**config.mk**
```make
export PLATFORM = sky130hd
export DESIGN_NAME = branch_resolve
export DESIGN_NICKNAME = d
export VERILOG_FILES = /design/src/rtl/branch_pkg.sv /design/src/rtl/br_skid2.sv /design/src/rtl/branch_resolve.sv
export SDC_FILE = /design/constraint.sdc
export NUM_CORES = 1
export LEC_CHECK = 0
export ABC_AREA = 1
export CAP_MARGIN = 10
export CORE_UTILIZATION = 44
export DETAILED_ROUTE_END_ITERATION = 8
export DONT_BUFFER_PORTS = 1
export PLACE_DENSITY_LB_ADDON = 0.1
export SYNTH_ARGS = -nofsm -noshare
export SYNTH_HDL_FRONTEND = slang
export SYNTH_SLANG_ARGS = --single-unit
export TNS_END_PERCENT = 20
```
**constraint.sdc**
```tcl
create_clock -name clk -period 2.5 [get_ports clk]
set_clock_uncertainty 0.1 [all_clocks]
set_input_delay 0.5 -clock clk [delete_from_list [all_inputs] [get_ports clk]]
set_output_delay 0.5 -clock clk [all_outputs]
set_load 0.01 [all_outputs]
```
**src/rtl/branch_pkg.sv**
```systemverilog
// Shared branch-resolution types: funct3 encodings and the registered result.
// XLEN fixes the PC/target width for every file importing this package.
package branch_pkg;

    localparam int XLEN = 32;

    typedef enum logic [2:0] {
        BEQ  = 3'b000,
        BNE  = 3'b001,
        BLT  = 3'b100,
        BGE  = 3'b101,
        BLTU = 3'b110,
        BGEU = 3'b111
    } funct3_e;

    typedef struct packed {
        logic            taken;
        logic            mispredict;
        logic            illegal;
        logic [XLEN-1:0] redirect_pc;
    } br_result_t;

endpackage

```
**src/rtl/br_skid2.sv**
```systemverilog
// Generic 2-entry skid buffer: main (output) register plus one skid slot.
// Upstream ready depends only on skid occupancy and flush, never on out_ready.
module br_skid2 #(
    parameter type T = logic
) (
    input  logic clk,
    input  logic reset_n,
    input  logic flush,
    input  logic in_valid,
    output logic in_ready,
    input  T     in_data,
    output logic out_valid,
    input  logic out_ready,
    output T     out_data
);

    logic main_v;
    logic skid_v;
    T     main_d;
    T     skid_d;
    logic accept;
    logic drain;

    assign in_ready  = !skid_v && !flush;
    assign accept    = in_valid && in_ready;
    assign drain     = main_v && out_ready;
    assign out_valid = main_v;
    assign out_data  = main_d;

    // Main refills from skid first to keep order, else straight from input
    always_ff @(posedge clk or negedge reset_n) begin
        if (!reset_n) begin
            main_v <= 1'b0;
            skid_v <= 1'b0;
            main_d <= '0;
            skid_d <= '0;
        end else if (flush) begin
            main_v <= 1'b0;
            skid_v <= 1'b0;
        end else if (!main_v || drain) begin
            if (skid_v) begin
                main_v <= 1'b1;
                main_d <= skid_d;
                skid_v <= 1'b0;
            end else begin
                main_v <= accept;
                if (accept) main_d <= in_data;
            end
        end else if (accept) begin
            skid_v <= 1'b1;
            skid_d <= in_data;
        end
    end

endmodule

```
**src/rtl/branch_resolve.sv**
```systemverilog
// Branch resolution: decodes funct3 against comparator flags, buffers result.
// Define BRANCH_RESOLVE_PERF_EN to add saturating branch/mispredict counters.
module branch_resolve
    import branch_pkg::*;
(
    input  logic            clk,
    input  logic            reset_n,
    input  logic            in_valid,
    output logic            in_ready,
    input  logic [2:0]      in_funct3,
    input  logic            in_eq,
    input  logic            in_lt,
    input  logic            in_ltu,
    input  logic            in_pred_taken,
    input  logic [XLEN-1:0] in_pc,
    input  logic [XLEN-1:0] in_target,
    input  logic            flush,
    output logic            out_valid,
    input  logic            out_ready,
    output logic            out_taken,
    output logic            out_mispredict,
    output logic            out_illegal,
`ifdef BRANCH_RESOLVE_PERF_EN
    output logic [31:0]     perf_branches,
    output logic [31:0]     perf_mispredicts,
`endif
    output logic [XLEN-1:0] out_redirect_pc
);

    logic       taken_c;
    logic       illegal_c;
    br_result_t res_c;
    br_result_t out_q;

    // Direction decode; 010/011 are not branches
    always_comb begin
        taken_c   = 1'b0;
        illegal_c = 1'b0;
        unique case (1'b1)
            in_funct3 == BEQ:  taken_c = in_eq;
            in_funct3 == BNE:  taken_c = ~in_eq;
            in_funct3 == BLT:  taken_c = in_lt;
            in_funct3 == BGE:  taken_c = ~in_lt;
            in_funct3 == BLTU: taken_c = in_ltu;
            in_funct3 == BGEU: taken_c = ~in_ltu;
            default:           illegal_c = 1'b1;
        endcase
    end

    // Pack the result; fall-through PC wraps modulo 2^XLEN
    always_comb begin
        res_c             = '0;
        res_c.taken       = taken_c;
        res_c.illegal     = illegal_c;
        res_c.mispredict  = !illegal_c && (taken_c != in_pred_taken);
        res_c.redirect_pc = taken_c ? in_target : in_pc + XLEN'(4);
    end

    br_skid2 #(
        .T(br_result_t)
    ) u_skid (
        .clk       (clk),
        .reset_n   (reset_n),
        .flush     (flush),
        .in_valid  (in_valid),
        .in_ready  (in_ready),
        .in_data   (res_c),
        .out_valid (out_valid),
        .out_ready (out_ready),
        .out_data  (out_q)
    );

    assign out_taken       = out_q.taken;
    assign out_mispredict  = out_q.mispredict;
    assign out_illegal     = out_q.illegal;
    assign out_redirect_pc = out_q.redirect_pc;

`ifdef BRANCH_RESOLVE_PERF_EN
    logic done;

    assign done = out_valid && out_ready && !flush && !out_q.illegal;

    // Count legal branches as they leave; a flushed entry never counts
    always_ff @(posedge clk or negedge reset_n) begin
        if (!reset_n) begin
            perf_branches    <= '0;
            perf_mispredicts <= '0;
        end else if (done) begin
            if (perf_branches != '1)
                perf_branches <= perf_branches + 32'd1;
            if (out_q.mispredict && perf_mispredicts != '1)
                perf_mispredicts <= perf_mispredicts + 32'd1;
        end
    end
`endif

endmodule

```
Word-level counts from Yosys, hierarchy flattened
Index checks and enable logic that the tools add are counted.
{ "op_classes": {"bitwise": 5, "n_eq_ne": 6, "mux": 11, "n_addsub": 1, "reduce_logical": 15} }
{ "ops": {"columns": ["operator", "count"], "rows": [
  ["$mux 35", 2],
  ["$add 32x3->32 const B", 1],
  ["$mux 32", 1],
  ["$eq 3x3->1 const B", 4],
  ["$mux 1", 7],
  ["$pmux 1 s6", 1],
  ["$reduce_and 3->1", 2],
  ["$reduce_or 6->1", 1],
  ["$not 1->1", 5],
  ["$logic_and 1x1->1", 4],
  ["$reduce_bool 2->1", 2],
  ["$eq 3x1->1 const B", 1],
  ["$logic_not 1->1", 3],
  ["$logic_not 3->1", 1],
  ["$reduce_bool 3->1", 1],
  ["$logic_or 1x1->1", 1],
  ["$ne 1x1->1", 1]
]} }
{ "word_totals": {"reg_bits": 72, "output_inout_bits": 37, "word_cells": 48, "input_bits": 76} }

Longest topological paths before layout
{ "depth": {"depth_word": 6, "depth_mapped": 12, "ltp_nobuf": 11} }

By module
A second synthesis with hierarchy kept.
{ "unflattened": {"hier_cells": 774, "area_unflattened_um2": 5056.1} }
{ "by_module_without_submodules": {"columns": ["module", "seq_area_each_um2", "cells_per_inst", "instances", "area_per_inst_um2"], "rows": [
  ["br_skid2", 1801.7, 469, 1, 3702.3],
  ["branch_resolve", 0.0, 305, 1, 1353.8]
]} }

Worst setup path before layout
Ideal clock, no wire load.
{ "synth_path": {"path_kind": "input -> register", "startpoint": "in in_pc[2]", "endpoint": "reg u_skid.main_d, in the netlist u_skid.out_data[28]", "path_buffers": 0, "setup_time_ns": 0.116, "stages": 10, "t_arrival_ns": 1.491, "setup_slack_ns": 0.793, "t_required_ns": 2.284, "path_cell_list": "ha_1 nand3_2 nor2_2 nand2_1 nor2_2 nand3_1 nand3_1 nand3_1 nand2_1 nand2_1"} }
{ "synth_via": {"elab_chain_cells": 4} }
{ "synth_lines": {"columns": ["item", "line_no", "text"], "rows": [
  ["start, declared", "branch_resolve.sv:15", "input logic [XLEN-1:0] in_pc,"],
  ["$add 32x3->32", "branch_resolve.sv:56", "res_c.redirect_pc = taken_c ? in_target : in_pc + XLEN'(4);"],
  ["$mux 32", "branch_resolve.sv:56", null],
  ["$mux 35", "br_skid2.sv:47", "if (accept) main_d <= in_data;"],
  ["$mux 35", "br_skid2.sv:41", "if (skid_v) begin"],
  ["end signal, assigned", "br_skid2.sv:43", "main_d <= skid_d;"],
  ["end signal, assigned", "br_skid2.sv:47", null],
  ["end, declared", "br_skid2.sv:19", "T main_d;"]
]} }
Every way passes these cells. The select of a mux whose other input is x is not followed.
A chain may end at the register's enable or synchronous reset.

Final worst setup path
{ "layout_path": {"startpoint": "reg u_skid.skid_v", "endpoint": "reg u_skid.main_d, in the netlist u_skid.out_data[17]"} }
{ "layout_via": {"elab_chain_cells": 5, "word_cells_on_any_way": 6, "classes_between": "mux: 1; reduce/logical: 5"} }
{ "layout_lines": {"columns": ["item", "line_no", "text"], "rows": [
  ["start, declared", "br_skid2.sv:18", "logic skid_v;"],
  ["start signal, assigned", "br_skid2.sv:34", "skid_v <= 1'b0;"],
  ["start signal, assigned", "br_skid2.sv:39", "skid_v <= 1'b0;"],
  ["start signal, assigned", "br_skid2.sv:44", "skid_v <= 1'b0;"],
  ["$logic_not 1->1", "br_skid2.sv:24", "assign in_ready = !skid_v && !flush;"],
  ["$logic_and 1x1->1", "br_skid2.sv:24", null],
  ["$logic_and 1x1->1", "br_skid2.sv:25", "assign accept = in_valid && in_ready;"],
  ["$reduce_bool 2->1 (no source line)", null, null],
  ["$reduce_and 3->1 (no source line)", null, null]
]} }
Parallel ways exist; a longest one is shown, timed or not.

==> results.md <==
* Initial DRC Count at 291
* Int Pwr at 2.09 mW
* CTS Buf Count at 9
* Endpoints failing setup at 0
* Core area at 9820 um^2
* Crit path kind: flop to flop
* Post-synth net total at 742
* Ys Warns at 0
* Worst Path Arrival at 1.92 ns
* Cell Area, Synth at 4490 um^2
* ANT cells at 0
* Hold/Removal Path Class: input pin to flop
* Crit-path max FO at 56
* Startpoint Class: flop
* Post-Route WL at 12.5 mm
* Max-Cap Viols at 0
* Reg clk slew, reported paths at 0.07 ns
* Post-synth top area cell: dfrtp_1
* Final net count at 736
* Sequential share of the synthesized area at 0.402
* GRT Total Usage at 0.255
* Switch share at 0.326
* Initial core utilization at 0.457
* CTS root buffer: clkbuf_8
* Peak supply drop at 243 uV
* # IOs at 113
* Post-synth EDFFs at 0
* Global placement routability congestion at 0.909
* Clock power share at 0.267
* Clk sinks at 72
* Setup Buffers After CTS at 0
* Pin count of the biggest net entering global routing at 73
* Critical path capture point: u_skid.out_data[17]$_DFFE_PN0P_
* Initial antenna violation count at 0
* # fillers at 1,100
* GRT overflow at 0
* Input/output buffers at 0
* Die Y at 103 um
* Share of cells above drive strength 1 at 0.0814
* Vias at 4,119
* Post-route clock period utilization at 0.715
* Area grow syn2layout at 6.39%
* Power density cells at 650 nW/um^2
* CP Data Required Time at 2.63 ns
* FF-to-FF End: u_skid.out_data[17]$_DFFE_PN0P_
* Worst-Margin Slew at 0.625 ns
* DRT antenna net count at 0
* Slew Viols, Final at 0
* NetSw at 1.01 mW
* Die area at 10,600 um^2
* Worst skew pair latency at 0.34 ns
* Drt drc at 0
* Htree depth at 3
* Mean Syn Cell Area at 6.75 um^2
* Final hold vios at 0
* Cells after Synth at 665
* Post-CTS Resized at 0
* LEAKAGE at 2.53 nW
* Via/cell ratio at 5.17
* Hold_buf cts at 2
* Min Tclk post-route at 1.79 ns
* Reg-to-Reg Start: u_skid.skid_v$_DFFE_PN0P_
* Ys async rst share at 1.00
* Max clock buf depth at 2
* Main flop type after synthesis: dfrtp_1
* Commonest cells after routing, fill and taps aside: nand2_1, nor2_1, dfrtp_1, nand3_1, inv_1
* Crit end category: flop
* FF-to-FF path depth at 8
* Post-route setup slack at 0.711 ns
* Number of global-route vias before repair at 3,937
* Die X at 103 um
* Most common cell after layout, fill and taps aside: nand2_1
* Initial DRT Pass Iterations at 4
* Global-route wire length before repair at 20.2 mm
* Synth top area share at 0.402
* WL/cell at 15.7 um
* Final TNS setup at 0 ns
* Netlist cell types at 34
* Crit path launch: u_skid.skid_v$_DFFE_PN0P_
* Slew HR at 0.584
* Outcome: completed
* TritonCTS clock tree: done
* Unrepaired setup endpoints after global routing: no
* Main area contributors after synthesis: dfrtp_1, nand2_1, nor2_1, nand3_1, inv_1
* Row count at 36
* Hpwl dp at 9.07 mm
* Reg2reg setup slack at 0.71 ns
* Sequential cell fraction of total power at 0.536
* Fmax at 0.559 GHz
* DP Worst Slack at 0.504 ns
* Seq cells post-synth at 72
* Hold Path Cell Cnt at 2
* Comb power frac at 0.197
## through the flow
step	utilization	hold slack (ns)	area, um^2	power (mW)	instances
2_1_floorplan	-	0.104	4490	2.12	665
3_3_place_gp	0.465	0.106	4560	2.25	779
3_5_place_dp	0.465	0.106	4560	2.27	779
4_1_cts	0.486	0.189	4770	3.14	796
5_1_grt	0.486	0.205	4770	3.34	796
6_report	0.486	0.206	4770	3.10	796
## registers in the layout, indices dropped and copies added (netlist names)
name	cells
u_skid.out_data	35
u_skid.out_valid	1
u_skid.skid_d	35
u_skid.skid_v	1
## worst max-delay path: stages (launching register included)
cell and delay (ns):
dfrtp_1 0.38, buf_4 0.21, inv_2 0.07, a21oi_1 0.06, nand2_2 0.06, buf_4 0.52, nor2_1 0.09, nand2_1 0.11
nand2_1 0.05
## how the worst min path moves through the flow
| stage | endpoint | startpoint |
|---|---|---|
| floorplan | u_skid.out_data[0]$_DFFE_PN0P_ | reset_n |
| global placement | u_skid.out_data[1]$_DFFE_PN0P_ | reset_n |
| detailed placement | u_skid.out_data[1]$_DFFE_PN0P_ | reset_n |
| CTS | u_skid.skid_v$_DFFE_PN0P_ | in_valid |
| global route | u_skid.skid_v$_DFFE_PN0P_ | in_valid |
| finish | u_skid.skid_v$_DFFE_PN0P_ | in_valid |
## power by group through the flow
stage | logic, mW | registers, mW | clock network [mW]
final | 0.612 | 1.66 | 0.828
after CTS | 0.621 | 1.66 | 0.857
after global routing | 0.722 | 1.70 | 0.909
after global placement | 0.573 | 1.68 | 0
after floorplan | 0.492 | 1.63 | 0
after detailed placement | 0.587 | 1.68 | 0
## cell type report
cell class / count / area (um^2) / area share
multi-input combinational: 505 / 2300 / 0.482
sequential: 72 / 1800 / 0.378
inverter: 60 / 225 / 0.0472
tap: 133 / 166 / 0.0349
clock buffer: 12 / 155 / 0.0325
timing repair buffer: 11 / 105 / 0.0220
clock inverter: 3 / 17.5 / 0.00367
## cell usage after synthesis (7+ instances only)
| cell | n |
|---|---|
| buf_2 | 14 |
| dfrtp_1 | 72 |
| xor2_1 | 8 |
| nand3_1 | 69 |
| inv_1 | 56 |
| o21ai_0 | 18 |
| a21oi_1 | 17 |
| nand2_1 | 239 |
| a31oi_1 | 10 |
| or2_2 | 7 |
| nor2_1 | 93 |
## per-layer routing
| metal | up-vias | share of wire | global-route usage |
|---|---|---|---|
| met4 | 0 | 0.018 | 0.0823 |
| li1 | 2083 | - | - |
| met5 | - | 0 | 0 |
| met1 | 1886 | 0.46 | 0.355 |
| met2 | 132 | 0.44 | 0.378 |
| met3 | 18 | 0.085 | 0.0759 |
## cell families after synthesis
| kind of cell | count (synthesis) | synth area share |
|---|---|---|
| adders and majority gates | 1 | 0.00279 |
| buffers and inverters | 88 | 0.0859 |
| xor gates and xnor gates | 10 | 0.0195 |
| DFF | 72 | 0.402 |
| and+or+nand+nor | 430 | 0.405 |
| AOI/OAI and AO/OA | 64 | 0.0854 |
Note: power is estimated with default switching activity, not from simulation.
